File: src/rtl/fetch_unit.sv
// -----------------------------------------------------------------------------
// fetch_unit
//
// Instruction fetch stage between the PC/branch stage and the decoder.
// It accepts one PC at a time, issues a single-word read to instruction
// memory over a req/ack handshake and holds the returned instruction,
// tagged with its PC, until the decoder consumes it. A misaligned PC is
// turned into a fault entry without touching memory, and a memory that
// never acknowledges is abandoned after TIMEOUT_CYCLES cycles with a
// fetch_error entry. Only one fetch is ever outstanding.
//
// Parameters:
//   NOP_INSTR       instruction presented when no fetched data exists
//   TIMEOUT_CYCLES  cycles spent waiting for mem_ack before giving up (1..255)
//
// Ports:
//   clock        system clock, rising edge
//   reset_n      asynchronous active-low reset
//   pc_in        fetch address from the branch stage
//   pc_valid     pc_in valid this cycle
//   pc_ready     fetch accepts pc_in this cycle (combinational)
//   flush        redirect: discard the in-flight or held instruction
//   mem_req      memory read request
//   mem_addr     memory byte address, word aligned
//   mem_ack      memory response valid, mem_rdata sampled on the same edge
//   mem_rdata    memory read data
//   instr        fetched instruction
//   instr_pc     PC of instr
//   instr_valid  instr/instr_pc valid for the decoder
//   instr_ready  decoder consumes instr this cycle
//   misaligned   held entry is a misaligned-PC fault
//   fetch_error  held entry is a memory-timeout fault
// -----------------------------------------------------------------------------
module fetch_unit #(
    parameter logic [31:0] NOP_INSTR      = 32'h0000_0013,
    parameter int unsigned TIMEOUT_CYCLES = 255
) (
    input  logic        clock,
    input  logic        reset_n,
    input  logic [31:0] pc_in,
    input  logic        pc_valid,
    output logic        pc_ready,
    input  logic        flush,
    output logic        mem_req,
    output logic [31:0] mem_addr,
    input  logic        mem_ack,
    input  logic [31:0] mem_rdata,
    output logic [31:0] instr,
    output logic [31:0] instr_pc,
    output logic        instr_valid,
    input  logic        instr_ready,
    output logic        misaligned,
    output logic        fetch_error
);

    typedef enum logic [1:0] {
        S_IDLE = 2'd0,
        S_REQ  = 2'd1,
        S_HOLD = 2'd2,
        S_DROP = 2'd3
    } state_t;

    // Last timer value on which a missing ack is still tolerated.
    localparam logic [7:0] TIMEOUT_LAST = 8'(TIMEOUT_CYCLES - 32'd1);

    state_t      state_q,       state_d;
    logic        mem_req_q,     mem_req_d;
    logic [31:0] mem_addr_q,    mem_addr_d;
    logic [31:0] instr_q,       instr_d;
    logic [31:0] instr_pc_q,    instr_pc_d;
    logic        instr_valid_q, instr_valid_d;
    logic        misaligned_q,  misaligned_d;
    logic        fetch_error_q, fetch_error_d;
    logic [7:0]  timer_q,       timer_d;

    logic        pc_ready_s;
    logic        pc_take_s;
    logic        timer_expired_s;
    logic [7:0]  timer_inc_s;

    assign pc_ready_s = (state_q == S_IDLE) && !flush;
    assign pc_take_s  = pc_valid && pc_ready_s;

    // A flush on the very last tolerated cycle moves to DROP with the timer
    // already past TIMEOUT_LAST, so expiry is a >= test rather than ==.
    assign timer_expired_s = (timer_q >= TIMEOUT_LAST);
    assign timer_inc_s     = (timer_q == 8'hFF) ? 8'hFF : (timer_q + 8'd1);

    // Next-state and next-output computation for the fetch sequencer.
    always_comb begin
        state_d       = state_q;
        mem_req_d     = mem_req_q;
        mem_addr_d    = mem_addr_q;
        instr_d       = instr_q;
        instr_pc_d    = instr_pc_q;
        instr_valid_d = instr_valid_q;
        misaligned_d  = misaligned_q;
        fetch_error_d = fetch_error_q;
        timer_d       = timer_q;

        case (state_q)
            S_IDLE: begin
                if (pc_take_s) begin
                    if (pc_in[1:0] != 2'b00) begin
                        // Fault entry straight to the decoder, no memory access.
                        state_d       = S_HOLD;
                        instr_d       = NOP_INSTR;
                        instr_pc_d    = pc_in;
                        instr_valid_d = 1'b1;
                        misaligned_d  = 1'b1;
                        fetch_error_d = 1'b0;
                    end else begin
                        state_d    = S_REQ;
                        mem_req_d  = 1'b1;
                        mem_addr_d = pc_in;
                        instr_pc_d = pc_in;
                        timer_d    = 8'd0;
                    end
                end else begin
                    state_d = S_IDLE;
                end
            end

            S_REQ: begin
                if (flush && mem_ack) begin
                    // Response arrives with the redirect: nothing left in flight.
                    state_d   = S_IDLE;
                    mem_req_d = 1'b0;
                end else if (flush) begin
                    // Keep requesting so the outstanding read completes cleanly.
                    state_d = S_DROP;
                    timer_d = timer_inc_s;
                end else if (mem_ack) begin
                    state_d       = S_HOLD;
                    mem_req_d     = 1'b0;
                    instr_d       = mem_rdata;
                    instr_valid_d = 1'b1;
                    misaligned_d  = 1'b0;
                    fetch_error_d = 1'b0;
                end else if (timer_expired_s) begin
                    state_d       = S_HOLD;
                    mem_req_d     = 1'b0;
                    instr_d       = NOP_INSTR;
                    instr_valid_d = 1'b1;
                    misaligned_d  = 1'b0;
                    fetch_error_d = 1'b1;
                end else begin
                    timer_d = timer_inc_s;
                end
            end

            S_HOLD: begin
                // Consumption and redirect are the same single exit.
                if (instr_ready || flush) begin
                    state_d       = S_IDLE;
                    instr_valid_d = 1'b0;
                    misaligned_d  = 1'b0;
                    fetch_error_d = 1'b0;
                end else begin
                    state_d = S_HOLD;
                end
            end

            S_DROP: begin
                // Flush is meaningless here: the result is discarded anyway.
                if (mem_ack) begin
                    state_d   = S_IDLE;
                    mem_req_d = 1'b0;
                end else if (timer_expired_s) begin
                    state_d   = S_IDLE;
                    mem_req_d = 1'b0;
                end else begin
                    timer_d = timer_inc_s;
                end
            end

            default: begin
                state_d       = S_IDLE;
                mem_req_d     = 1'b0;
                instr_valid_d = 1'b0;
                misaligned_d  = 1'b0;
                fetch_error_d = 1'b0;
                timer_d       = 8'd0;
            end
        endcase
    end

    // State and registered-output flops with asynchronous reset.
    always_ff @(posedge clock or negedge reset_n) begin
        if (!reset_n) begin
            state_q       <= S_IDLE;
            mem_req_q     <= 1'b0;
            mem_addr_q    <= 32'h0000_0000;
            instr_q       <= NOP_INSTR;
            instr_pc_q    <= 32'h0000_0000;
            instr_valid_q <= 1'b0;
            misaligned_q  <= 1'b0;
            fetch_error_q <= 1'b0;
            timer_q       <= 8'd0;
        end else begin
            state_q       <= state_d;
            mem_req_q     <= mem_req_d;
            mem_addr_q    <= mem_addr_d;
            instr_q       <= instr_d;
            instr_pc_q    <= instr_pc_d;
            instr_valid_q <= instr_valid_d;
            misaligned_q  <= misaligned_d;
            fetch_error_q <= fetch_error_d;
            timer_q       <= timer_d;
        end
    end

    assign pc_ready    = pc_ready_s;
    assign mem_req     = mem_req_q;
    assign mem_addr    = mem_addr_q;
    assign instr       = instr_q;
    assign instr_pc    = instr_pc_q;
    assign instr_valid = instr_valid_q;
    assign misaligned  = misaligned_q;
    assign fetch_error = fetch_error_q;

endmodule

File: config.mk
export PLATFORM = sky130hd
export DESIGN_NAME = fetch_unit
export DESIGN_NICKNAME = d
export VERILOG_FILES = /design/src/rtl/fetch_unit.sv
export SDC_FILE = /design/constraint.sdc
export NUM_CORES = 1
export LEC_CHECK = 0
export ABC_AREA = 1
export CORE_ASPECT_RATIO = 0.8
export CORE_MARGIN = 4
export CORE_UTILIZATION = 45
export DETAILED_ROUTE_END_ITERATION = 10
export PLACE_DENSITY = 0.77
export SYNTH_ARGS = -nofsm -noshare
export SYNTH_HDL_FRONTEND = slang
export SYNTH_SLANG_ARGS = --single-unit
File: constraint.sdc
create_clock -name clock -period 2.5 [get_ports clock]
set_input_delay 0.375 -clock clock [delete_from_list [all_inputs] [get_ports clock]]
set_output_delay 0.375 -clock clock [all_outputs]
set_load 0.03 [all_outputs]
Word level (Yosys, flattened, before mapping)
Cells that the tools add are included.
{"block": "op_classes", "add_sub_neg": 1, "multipliers": 0, "div": 0, "magnitude_cmp": 1, "n_eq_ne": 14, "shifts": 0, "mux": 51, "bitwise": 1, "n_reduce_logical": 17}
{"operator": "two-way mux 32 bit", "n": 6}
{"operator": "case mux 32 bit (2 select lines)", "n": 1}
{"operator": "two-way mux 8 bit", "n": 7}
{"operator": "case mux 8 bit (3 select lines)", "n": 1}
{"operator": "two-way mux 1 bit", "n": 22}
{"operator": "two-way mux 2 bit", "n": 9}
{"operator": "case mux 1 bit (3 select lines)", "n": 4}
{"operator": "inequality test 2 bit, second input constant", "n": 5}
{"operator": "inequality test 3 bit, second input constant", "n": 3}
{"operator": "adder 8 x 1 -> 8 bit, second input constant", "n": 1}
{"operator": "equality test 8 bit, second input constant", "n": 1}
{"operator": "greater-or-equal comparator 8 bit, second input constant", "n": 1}
{"operator": "case mux 2 bit (4 select lines)", "n": 1}
{"operator": "AND reduction 4 bit", "n": 2}
{"operator": "AND reduction 7 bit", "n": 1}
{"operator": "AND reduction 6 bit", "n": 1}
{"operator": "nonzero test 3 bit", "n": 2}
{"operator": "inequality test 5 bit, second input constant", "n": 1}
{"operator": "equality test 2 bit, second input constant", "n": 2}
{"operator": "AND reduction 2 bit", "n": 2}
{"operator": "nonzero test 2 bit", "n": 2}
{"operator": "logical AND 1 bit", "n": 3}
{"operator": "AND reduction 3 bit", "n": 1}
{"operator": "equality test 2 x 1 -> 1 bit, second input constant", "n": 1}
{"operator": "other kinds (5)", "n": 5}
{"block": "word_totals", "register_bits": 110, "latch_bits": 0, "mem_bits_rw": 0, "rom_bits": 0, "inputBits": 70, "output_inout_bits": 101, "elab_cells": 94, "n_memories": 0}

Depth between registers and ports, before layout
Gate-level depths: netlist (run 1).
{"block": "depth", "word_depth": 7, "ltp_mapped": 13, "depth_no_buf": 12}

Worst setup path before layout (run 1)
OpenSTA, ideal clock, no wires.
{"block": "synth_path", "path_type": "register -> register", "startpoint": "register state_q[0]", "endpoint": "register instr_q[23], in the netlist instr[23]", "setup_ns": 0.119, "t_arrival_ns": 1.788, "required_time_ns": 2.381, "slack_ns": 0.594, "path_stages_with_launch": 13, "path_cell_list": "dfrtp_1 inv_1 ha_1 inv_2 nor2_4 nand2_2 inv_2 nand2_2 a21oi_2 nand3_4 buf_6 nand2_1 o21ai_2"}
{"block": "synth_via", "elab_chain_cells": 5, "elab_cells_between_ends": 12, "cone_classes": "eq/ne: 6; mux: 1; reduce/logical: 5"}
{"element": "from (decl)", "line_no": "66", "text": "state_t state_q, state_d;"}
{"element": "from (signal assigned)", "line_no": "201", "text": "state_q <= state_d;"}
{"element": "logical NOT 2 bit", "line_no": "81", "text": "assign pc_ready_s = (state_q == S_IDLE) && !flush;"}
{"element": "logical AND 1 bit", "line_no": "81"}
{"element": "named net pc_ready", "line_no": "42", "text": "output logic pc_ready,"}
{"element": "logical AND 1 bit", "line_no": "82", "text": "assign pc_take_s = pc_valid && pc_ready_s;"}
{"element": "inequality test 2 bit (no source line)"}
{"element": "AND reduction 6 bit (no source line)"}
{"element": "to (signal assigned)", "line_no": "204", "text": "instr_q <= instr_d;"}
{"element": "to (decl)", "line_no": "69", "text": "logic [31:0] instr_q, instr_d;"}
The timed path passes the listed nets, and every way through them passes these cells.
A chain may end at the register's enable or synchronous reset.

Worst setup path after layout (run 1)
{"block": "layout_path", "startpoint": "register state_q[0]", "endpoint": "output pc_ready"}
{"block": "layout_via", "elab_chain_cells": 2}
{"element": "logical NOT 2 bit", "line_no": "81"}
{"element": "logical AND 1 bit", "line_no": "81"}
{"element": "to (decl)", "line_no": "42"}
No other way between the ends.

==> results.txt, run 1 <==
Ranked by instance count, the synthesized netlist is headed by sky130_fd_sc_hd__nand2_1 (177), sky130_fd_sc_hd__dfrtp_1 (107), sky130_fd_sc_hd__o21ai_0 (68). Global routing usage on met1: 0.254. The worst hold path class was input pin to async pin.

The most frequently used flop master after synthesis is sky130_fd_sc_hd__dfrtp_1. The quantity of hold-fixing buffers added after cts is 0. The slowest stage cell on the critical path is sky130_fd_sc_hd__clkdlybuf4s50_1. For this design the ratio of total power to cell area is 838 mW/mm^2. Data on the critical path is required at its endpoint by 2.12 ns.

The total design power was 0.00581 W. Entering global routing, the biggest net connects 65 pins. The congestion estimate from routability-driven global placement came to 0.862.

Pin placement for this block handled 171 I/O pins. The tools report the clock latency at the later pin of the worst-skew pair as 0.34 ns. The kind of end point of the critical path is an output port. Across the run, the number of max-cap violations was 0. The global-route congestion overflow total was 0. For the remaining number of nets flagged by the antenna check after routing, the log shows 0. The tools report the area of the core as 0.0104 mm^2.

For this run, the slowest stage of the critical path takes 0.68 ns. sky130_fd_sc_hd__nand2_1 is the most common cell in the netlist. The cell area that synthesis handed to floorplanning was 0.00486 mm^2. The number of antenna violations at the first check in global routing came out at 0.

The worst setup path is launched from a flop. Met3 usage: 0.0413. The total global routing track utilization was 0.199; the maximum achievable frequency was 422 MHz.

The repair_antennas step left the layout with diodes totalling 0. The final count of hold timing violations was 0; the sum of buffers and inverters on the critical path was 3. Number of search-and-repair iterations in the first detailed-routing pass: 4. X dimension of the die: 124 um. Post-route fraction of the period consumed by the critical path: 0.948.

Setup repair after global routing left no endpoint under its margin. The proportion of layout cells with a drive suffix above 1 came out at 0.0979. Counting distinct cell types in the post-synthesis netlist gives 26. Tightest slew margin relative to the limit: 0.440. The number of nets produced by synthesis is 624, and the fraction of post-synthesis cell area in the top cell type by area is 0.551. After filler insertion, the fill cell instance count of the layout stands at 853. Among cell families on the critical path, the largest total delay comes from buffers and inverters. In the final layout, the multi-input gates occupy 0.00176 mm^2. The tree is rooted in a sky130_fd_sc_hd__clkbuf_16. For the number of global-route vias before repair, the log shows 4166. The final routed DRC violation total came out at 0. The measured slew at the worst slew-check pin came out at 0.839 ns. The flow ran to the end, and the final reports show no timing, DRC or antenna violations. The initial core utilization was 0.467; the clock input transition at the sequential cells of the worst setup and hold paths was 0.07 ns. The share of the core filled with cells is 0.667.

Post-CTS repair changed the size of 0 cells. In this run the tool buffered the top-level ports with 170 buffer cells. Averaged over all synthesized cells, the footprint is 8.87 um^2. Relative to the synthesized area, the layout overhead comes to 42.6%. The met2 layer usage reported by global route came out at 0.338. The minimum period implied by the final worst setup slack works out to 2.37 ns. The tools report the post-CTS setup-driven buffer insertion count as 0. The floorplan has 33 rows.

Dividing the detail-routed wire length by the instance count gives 14.5 um. The warning count from the yosys run was 0; the H-tree depth was 3. After detailed routing, the total wire length is 12400 um. Maximum fanout encountered on the critical timing path: 5. The clock sink count is 110, and the final setup skew is 0.00735 ns. Sequential fraction of the synthesis area: 0.567.

For this design the static power due to leakage is 3.21 nW. TritonCTS created 9 clock buffers. TritonCTS built the clock tree. Setup slack closes at 0.131 ns. The start-to-end type of the worst setup path was flop to output port. The number of buffers between clock root and the deepest sink came out at 2.

The via count normalized by instance count came out at 4.85. Synthesis produced 548 cells. Setup violation total in the final timing report: 0. In this run, the number of DRC markers left after iteration 0 of detailed routing was 316.

The global-route layer with the greatest usage is met2. The run gives 0 ns as the accumulated negative setup slack. The area taken by flip-flops and latches is 0.00276 mm^2, and the global-route wire length before repair is 20600 um. Sorting the synthesized cells by area gives the leading types as sky130_fd_sc_hd__dfrtp_1 (55%), sky130_fd_sc_hd__nand2_1 (14%), sky130_fd_sc_hd__o21ai_0 (7.0%). Height of the die: 101 um. Data on the critical path arrives at its endpoint at 1.99 ns. Timing analysis after detailed placement gives a worst setup slack of 0.239 ns. The run gives 787 as the number of nets in the layout. Detailed placement ended at an HPWL of 9160 um. The die covers 0.0125 mm^2. The maximum vdd drop came out at 0.000435 V. The signal on the critical path passes through inv_1 > ha_1 > inv_2 > nor2_4 > clkdlybuf4s50_1.

The synthesized design contains 0 enable-type register cells. The async set-or-reset flop fraction in the synthesized netlist came out at 1.00. The tools report the via count of the routed design as 4146.

The library cell occupying the most area in the post-synthesis netlist was sky130_fd_sc_hd__dfrtp_1. In this run, synthesis produced a sequential element count of 110. The tools report the final max-slew violation count as 0.
[cell families (layout without fill, tap and decap cells)]
kind of cell             count (synthesis)  count (layout)  share of synthesized area
AO/OA/AOI/OAI                          120             120                      0.150
XOR/XNOR                                 1               1                    0.00180
adder cells (fa/ha/maj)                  6               6                     0.0154
buffers and inverters                   79             246                     0.0710
flip-flops                             110             110                      0.567
AND/OR/NAND/NOR                        232             232                      0.195
[through the flow]
step / std cells / hold slack [ns] / instance area (um^2)
3_3_place_gp: 840 / 0.445 / 6660
3_5_place_dp: 840 / 0.452 / 6660
5_1_grt: 855 / 0.111 / 6940
2_1_floorplan: 548 / 0.0794 / 4860
4_1_cts: 855 / 0.0785 / 6940
6_report: 855 / 0.0558 / 6940
[registers in the layout, indices dropped and copies added, names as in the netlist]
register / cells
fetch_error: 1
instr: 32
instr_pc: 32
instr_valid: 1
mem_addr: 32
mem_req: 1
misaligned: 1
state_q: 2
timer_q: 8
[worst paths after layout]
check,startpoint,to,slack [ns],cells past startpoint
max in group asynchronous,reset_n,mem_addr[1],1.67,2
min in group clock,mem_req,mem_req,0.48,2
min reg2reg,mem_req,mem_req,0.48,2
max reg2reg,state_q[0],mem_addr[14],0.41,9
max,state_q[0],pc_ready,0.13,5
min,reset_n,instr_pc[14],0.06,1
[layer usage]
metal | up-vias | part of all wire
met2 | 143 | 0.49
li1 | 2053 | -
met3 | 23 | 0.054
met5 | - | 0
met1 | 1927 | 0.43
met4 | 0 | 0.027
[cells in the final DEF, fill, tap and decap left out, types with 2 or more instances in the layout]
cell type	instances
sky130_fd_sc_hd__nor3_1	3
sky130_fd_sc_hd__inv_6	2
sky130_fd_sc_hd__clkdlybuf4s50_1	169
sky130_fd_sc_hd__dfstp_2	3
sky130_fd_sc_hd__nand2_1	177
sky130_fd_sc_hd__a21oi_1	10
sky130_fd_sc_hd__nand3_1	11
sky130_fd_sc_hd__nor2_1	32
sky130_fd_sc_hd__inv_1	52
sky130_fd_sc_hd__buf_4	4
sky130_fd_sc_hd__clkbuf_16	9
sky130_fd_sc_hd__nand2_2	3
sky130_fd_sc_hd__clkinv_2	2
sky130_fd_sc_hd__o21ai_1	5
sky130_fd_sc_hd__a31oi_1	3
sky130_fd_sc_hd__nor2_4	2
sky130_fd_sc_hd__o21ai_0	68
sky130_fd_sc_hd__ha_1	6
sky130_fd_sc_hd__dfrtp_1	107
sky130_fd_sc_hd__buf_12	2
sky130_fd_sc_hd__o21ai_2	32
sky130_fd_sc_hd__inv_2	4
[final cells by class]
class / instances / area share
flip-flops and latches: 110 / 0.397
repair buffers: 175 / 0.254
multi-input cells: 359 / 0.254
clock buffers: 9 / 0.0325
inverters: 56 / 0.0303
well taps: 140 / 0.0253
clock inverters: 6 / 0.00668
[report_power, final]
part	internal (W)	switching, W	total, W
sequential	0.00214	0.000223	0.00236
combinational	0.000844	0.00127	0.00211
clock	0.000682	0.000652	0.00133
Note: power is estimated with default switching activity, not from simulation.
==> run 2: changes to the inputs <==
--- a/config.mk
+++ b/config.mk
@@ -10,6 +10,7 @@
 export CORE_MARGIN = 4
 export CORE_UTILIZATION = 45
 export DETAILED_ROUTE_END_ITERATION = 10
+export HOLD_SLACK_MARGIN = 0.08
 export PLACE_DENSITY = 0.77
 export SYNTH_ARGS = -nofsm -noshare
 export SYNTH_HDL_FRONTEND = slang
==> results.txt, run 2 (synthesis results as in run 1) <==
The run finished with clean final reports. The run gives 0.41 ns (about the same) as the register-to-register path setup slack. The startpoint of the most critical register-to-register path is state_q[0] (unchanged).

The number of buffers added on ports is 170 (unchanged). For the number of global-route vias before repair, the log shows 4176 (was 4166). Number of buffers between clock root and the deepest sink: 2 (unchanged). Post-placement cell count: 840 (unchanged). The signed area change from the synthesized netlist to the final layout is 42.8% (was 42.6%).

The non-filler instance count after layout is 856 (was 855). The proportion of layout cells with a drive suffix above 1 works out to 0.0978 (was 0.0979). The kind of end point of the critical path was an output port (unchanged). For the final max-slew violation count, the log shows 0 (unchanged).

The logs give 9 (unchanged) for the CTS buffer count and 309 (was 316) for the DRC marker count from the first detailed-route iteration. TritonCTS built the clock tree. The tools report the worst hold slack after final layout as 0.480 ns (was 0.0558 ns). The height of the die came out at 101 um (unchanged).

The final setup skew was 0.00688 ns (was 0.00735 ns). The sort of element at the start of the critical path is a flop (unchanged). Leading cell types in the layout, fill and taps excluded: sky130_fd_sc_hd__nand2_1 (177), sky130_fd_sc_hd__clkdlybuf4s50_1 (169), sky130_fd_sc_hd__dfrtp_1 (107), sky130_fd_sc_hd__o21ai_0 (68), sky130_fd_sc_hd__inv_1 (52) (unchanged). The number of search-and-repair iterations in the first detailed-routing pass was 5 (was 4).

The routed length per placed instance is 14.5 um (about the same). The leading cell type in the layout, fill and taps excluded is sky130_fd_sc_hd__nand2_1 (unchanged). The tools report the critical path arrival as 2.00 ns (was 1.99 ns).

The logs give 0 (unchanged) for the final routed DRC violation total and 0.00581 W (about the same) for the total design power. Clock sink count: 110 (unchanged). The x dimension of the die works out to 124 um (unchanged).

The logs give 852 (was 853) for the fill cell total of the finished layout and 0.000436 V (was 0.000435 V) for the maximum vdd drop. The run gives 0 (unchanged) as the antenna cell count. The tightest slew margin relative to the limit is 0.444 (was 0.440). The tools report the start point of the critical path as state_q[0] (unchanged). For the area of the die, the log shows 0.0125 mm^2 (unchanged).

For the data required time of the worst path, the log shows 2.12 ns (about the same). The number of standard-cell rows in the floorplan came out at 33 (unchanged). The tools report the global-route wire length before repair as 20600 um (about the same). The via count normalized by instance count is 4.85 (about the same). The part of the total power dissipated in combinational logic came out at 0.364 (about the same). The remaining number of nets flagged by the antenna check after routing is 0 (unchanged), and the post-route fraction of the period consumed by the critical path is 0.951 (was 0.948). The area of the core is 0.0104 mm^2 (unchanged), and the power density over the cells is 836 mW/mm^2 (was 838 mW/mm^2).

The accumulated negative setup slack was 0 ns (unchanged); the switching fraction of total power was 0.369 (about the same). The H-tree depth came out at 3 (unchanged). The start-to-end type of the worst setup path is flop to output port (unchanged). The clock input transition at the sequential cells of the worst setup and hold paths was 0.07 ns (about the same); the net switching power figure was 0.00214 W (about the same).

For the final setup slack of the worst path, the log shows 0.123 ns (was 0.131 ns). The setup violation total in the final timing report was 0 (unchanged); the global-route congestion overflow total was 0 (unchanged). Maximum achievable frequency: 421 MHz (was 422 MHz).

The clock latency at the later pin of the worst-skew pair came out at 0.34 ns (about the same). The routability congestion estimate from global placement is 0.862 (unchanged), and the number of nets in the layout is 788 (was 787). In this run the most critical hold path is launched from mem_req. For the initial core utilization, the log shows 0.467 (unchanged). The run gives 3.21 nW (about the same) as the total leakage power.

The minimum period implied by the final worst setup slack was 2.38 ns (was 2.37 ns). The final count of hold timing violations is 0 (unchanged). Measured slew at the worst slew-check pin: 0.833 ns (was 0.839 ns). The logs give 12400 um (about the same) for the post-detailed-routing wire length and 0 (unchanged) for the number of max-cap violations. The root cell of the clock tree was sky130_fd_sc_hd__clkbuf_16 (unchanged).

For the number of antenna violations at the first check in global routing, the log shows 0 (unchanged). The number of gates resized after cts was 0 (unchanged); the via count of the routed design was 4149 (was 4146). The sum of net half-perimeters after detailed placement came out at 9160 um (unchanged). For the cell-internal power, the log shows 0.00367 W (about the same). Setup repair after global routing left no endpoint under its margin. The maximum number of pins on one net before global-route repair came out at 65 (unchanged). The count of boundary I/O pins came out at 171 (unchanged). The run gives 0.199 (about the same) as the total global routing track utilization. Maximum fanout encountered on the critical timing path: 5 (unchanged). The worst hold path class is flop to flop (was input pin to async pin).

The part of the power in registers is 0.406 (was 0.407). For the placement-stage worst setup slack, the log shows 0.239 ns (unchanged). The tools report the relative contribution of the clock network to total power as 0.230 (about the same).
-- run 2: power by group through the flow --
stage                     clock [W]  sequential (W)  combinational, W
after floorplan                   0         0.00300          0.000566
after global placement            0         0.00237           0.00209
after detailed placement          0         0.00239           0.00213
after CTS                   0.00137         0.00236           0.00214
after global routing        0.00144         0.00241           0.00227
final                       0.00133         0.00236           0.00212
-- run 2: area by class of cell --
cell class,instances,area (um^2),area share
Clock buffer,9,225,0.0324
Tap cell,140,175,0.0252
Clock inverter,6,46.3,0.00667
Inverter,56,210,0.0303
Sequential cell,110,2760,0.397
Multi-Input combinational cell,359,1760,0.253
Timing Repair Buffer,176,1770,0.255
-- run 2: path summary, 6_finish.rpt --
kind / cells past startpoint / end
max in group asynchronous: 3 / mem_addr[5]
worst max register to register: 9 / mem_addr[14]
min in group asynchronous: 2 / instr_pc[14]
worst max-delay path: 5 / pc_ready
worst min-delay path: 2 / mem_req
worst min register to register: 2 / mem_req
-- run 2: critical path, cell delays in order (launching register included) --
cell and delay [ns]:
sky130_fd_sc_hd__dfrtp_1 0.42, sky130_fd_sc_hd__inv_1 0.10, sky130_fd_sc_hd__ha_1 0.26, sky130_fd_sc_hd__inv_2 0.10
sky130_fd_sc_hd__nor2_4 0.10, sky130_fd_sc_hd__clkdlybuf4s50_1 0.68
-- run 2: metrics by stage --
stage | util | area (um^2)
floorplan | - | 4860
global placement | 0.640 | 6660
detailed placement | 0.640 | 6660
CTS | 0.668 | 6950
global route | 0.668 | 6950
finish | 0.668 | 6950
-- run 2: layer usage --
layer	GRT usage	share of wire	wire length [um]	vias to the layer above
met3	0.0413	0.046	564	25
met2	0.339	0.49	6040	125
met5	0	0	0	-
met1	0.254	0.44	5450	1946
li1	-	-	-	2053
met4	0.0750	0.027	334	0
-- run 2: timing repair --
item                                   in CTS  in global routing
endpoints found under the hold margin       1                  0
buffers inserted                            0                  0
hold buffers                                1                  0
==> run 3: changes to the inputs <==
--- a/config.mk
+++ b/config.mk
@@ -10,6 +10,7 @@
 export CORE_MARGIN = 4
 export CORE_UTILIZATION = 45
 export DETAILED_ROUTE_END_ITERATION = 10
+export GPL_ROUTABILITY_DRIVEN = 0
 export HOLD_SLACK_MARGIN = 0.08
 export PLACE_DENSITY = 0.77
 export SYNTH_ARGS = -nofsm -noshare
==> results of run 3 <==
Final layout, timing and power as in run 2 (identical DEF).
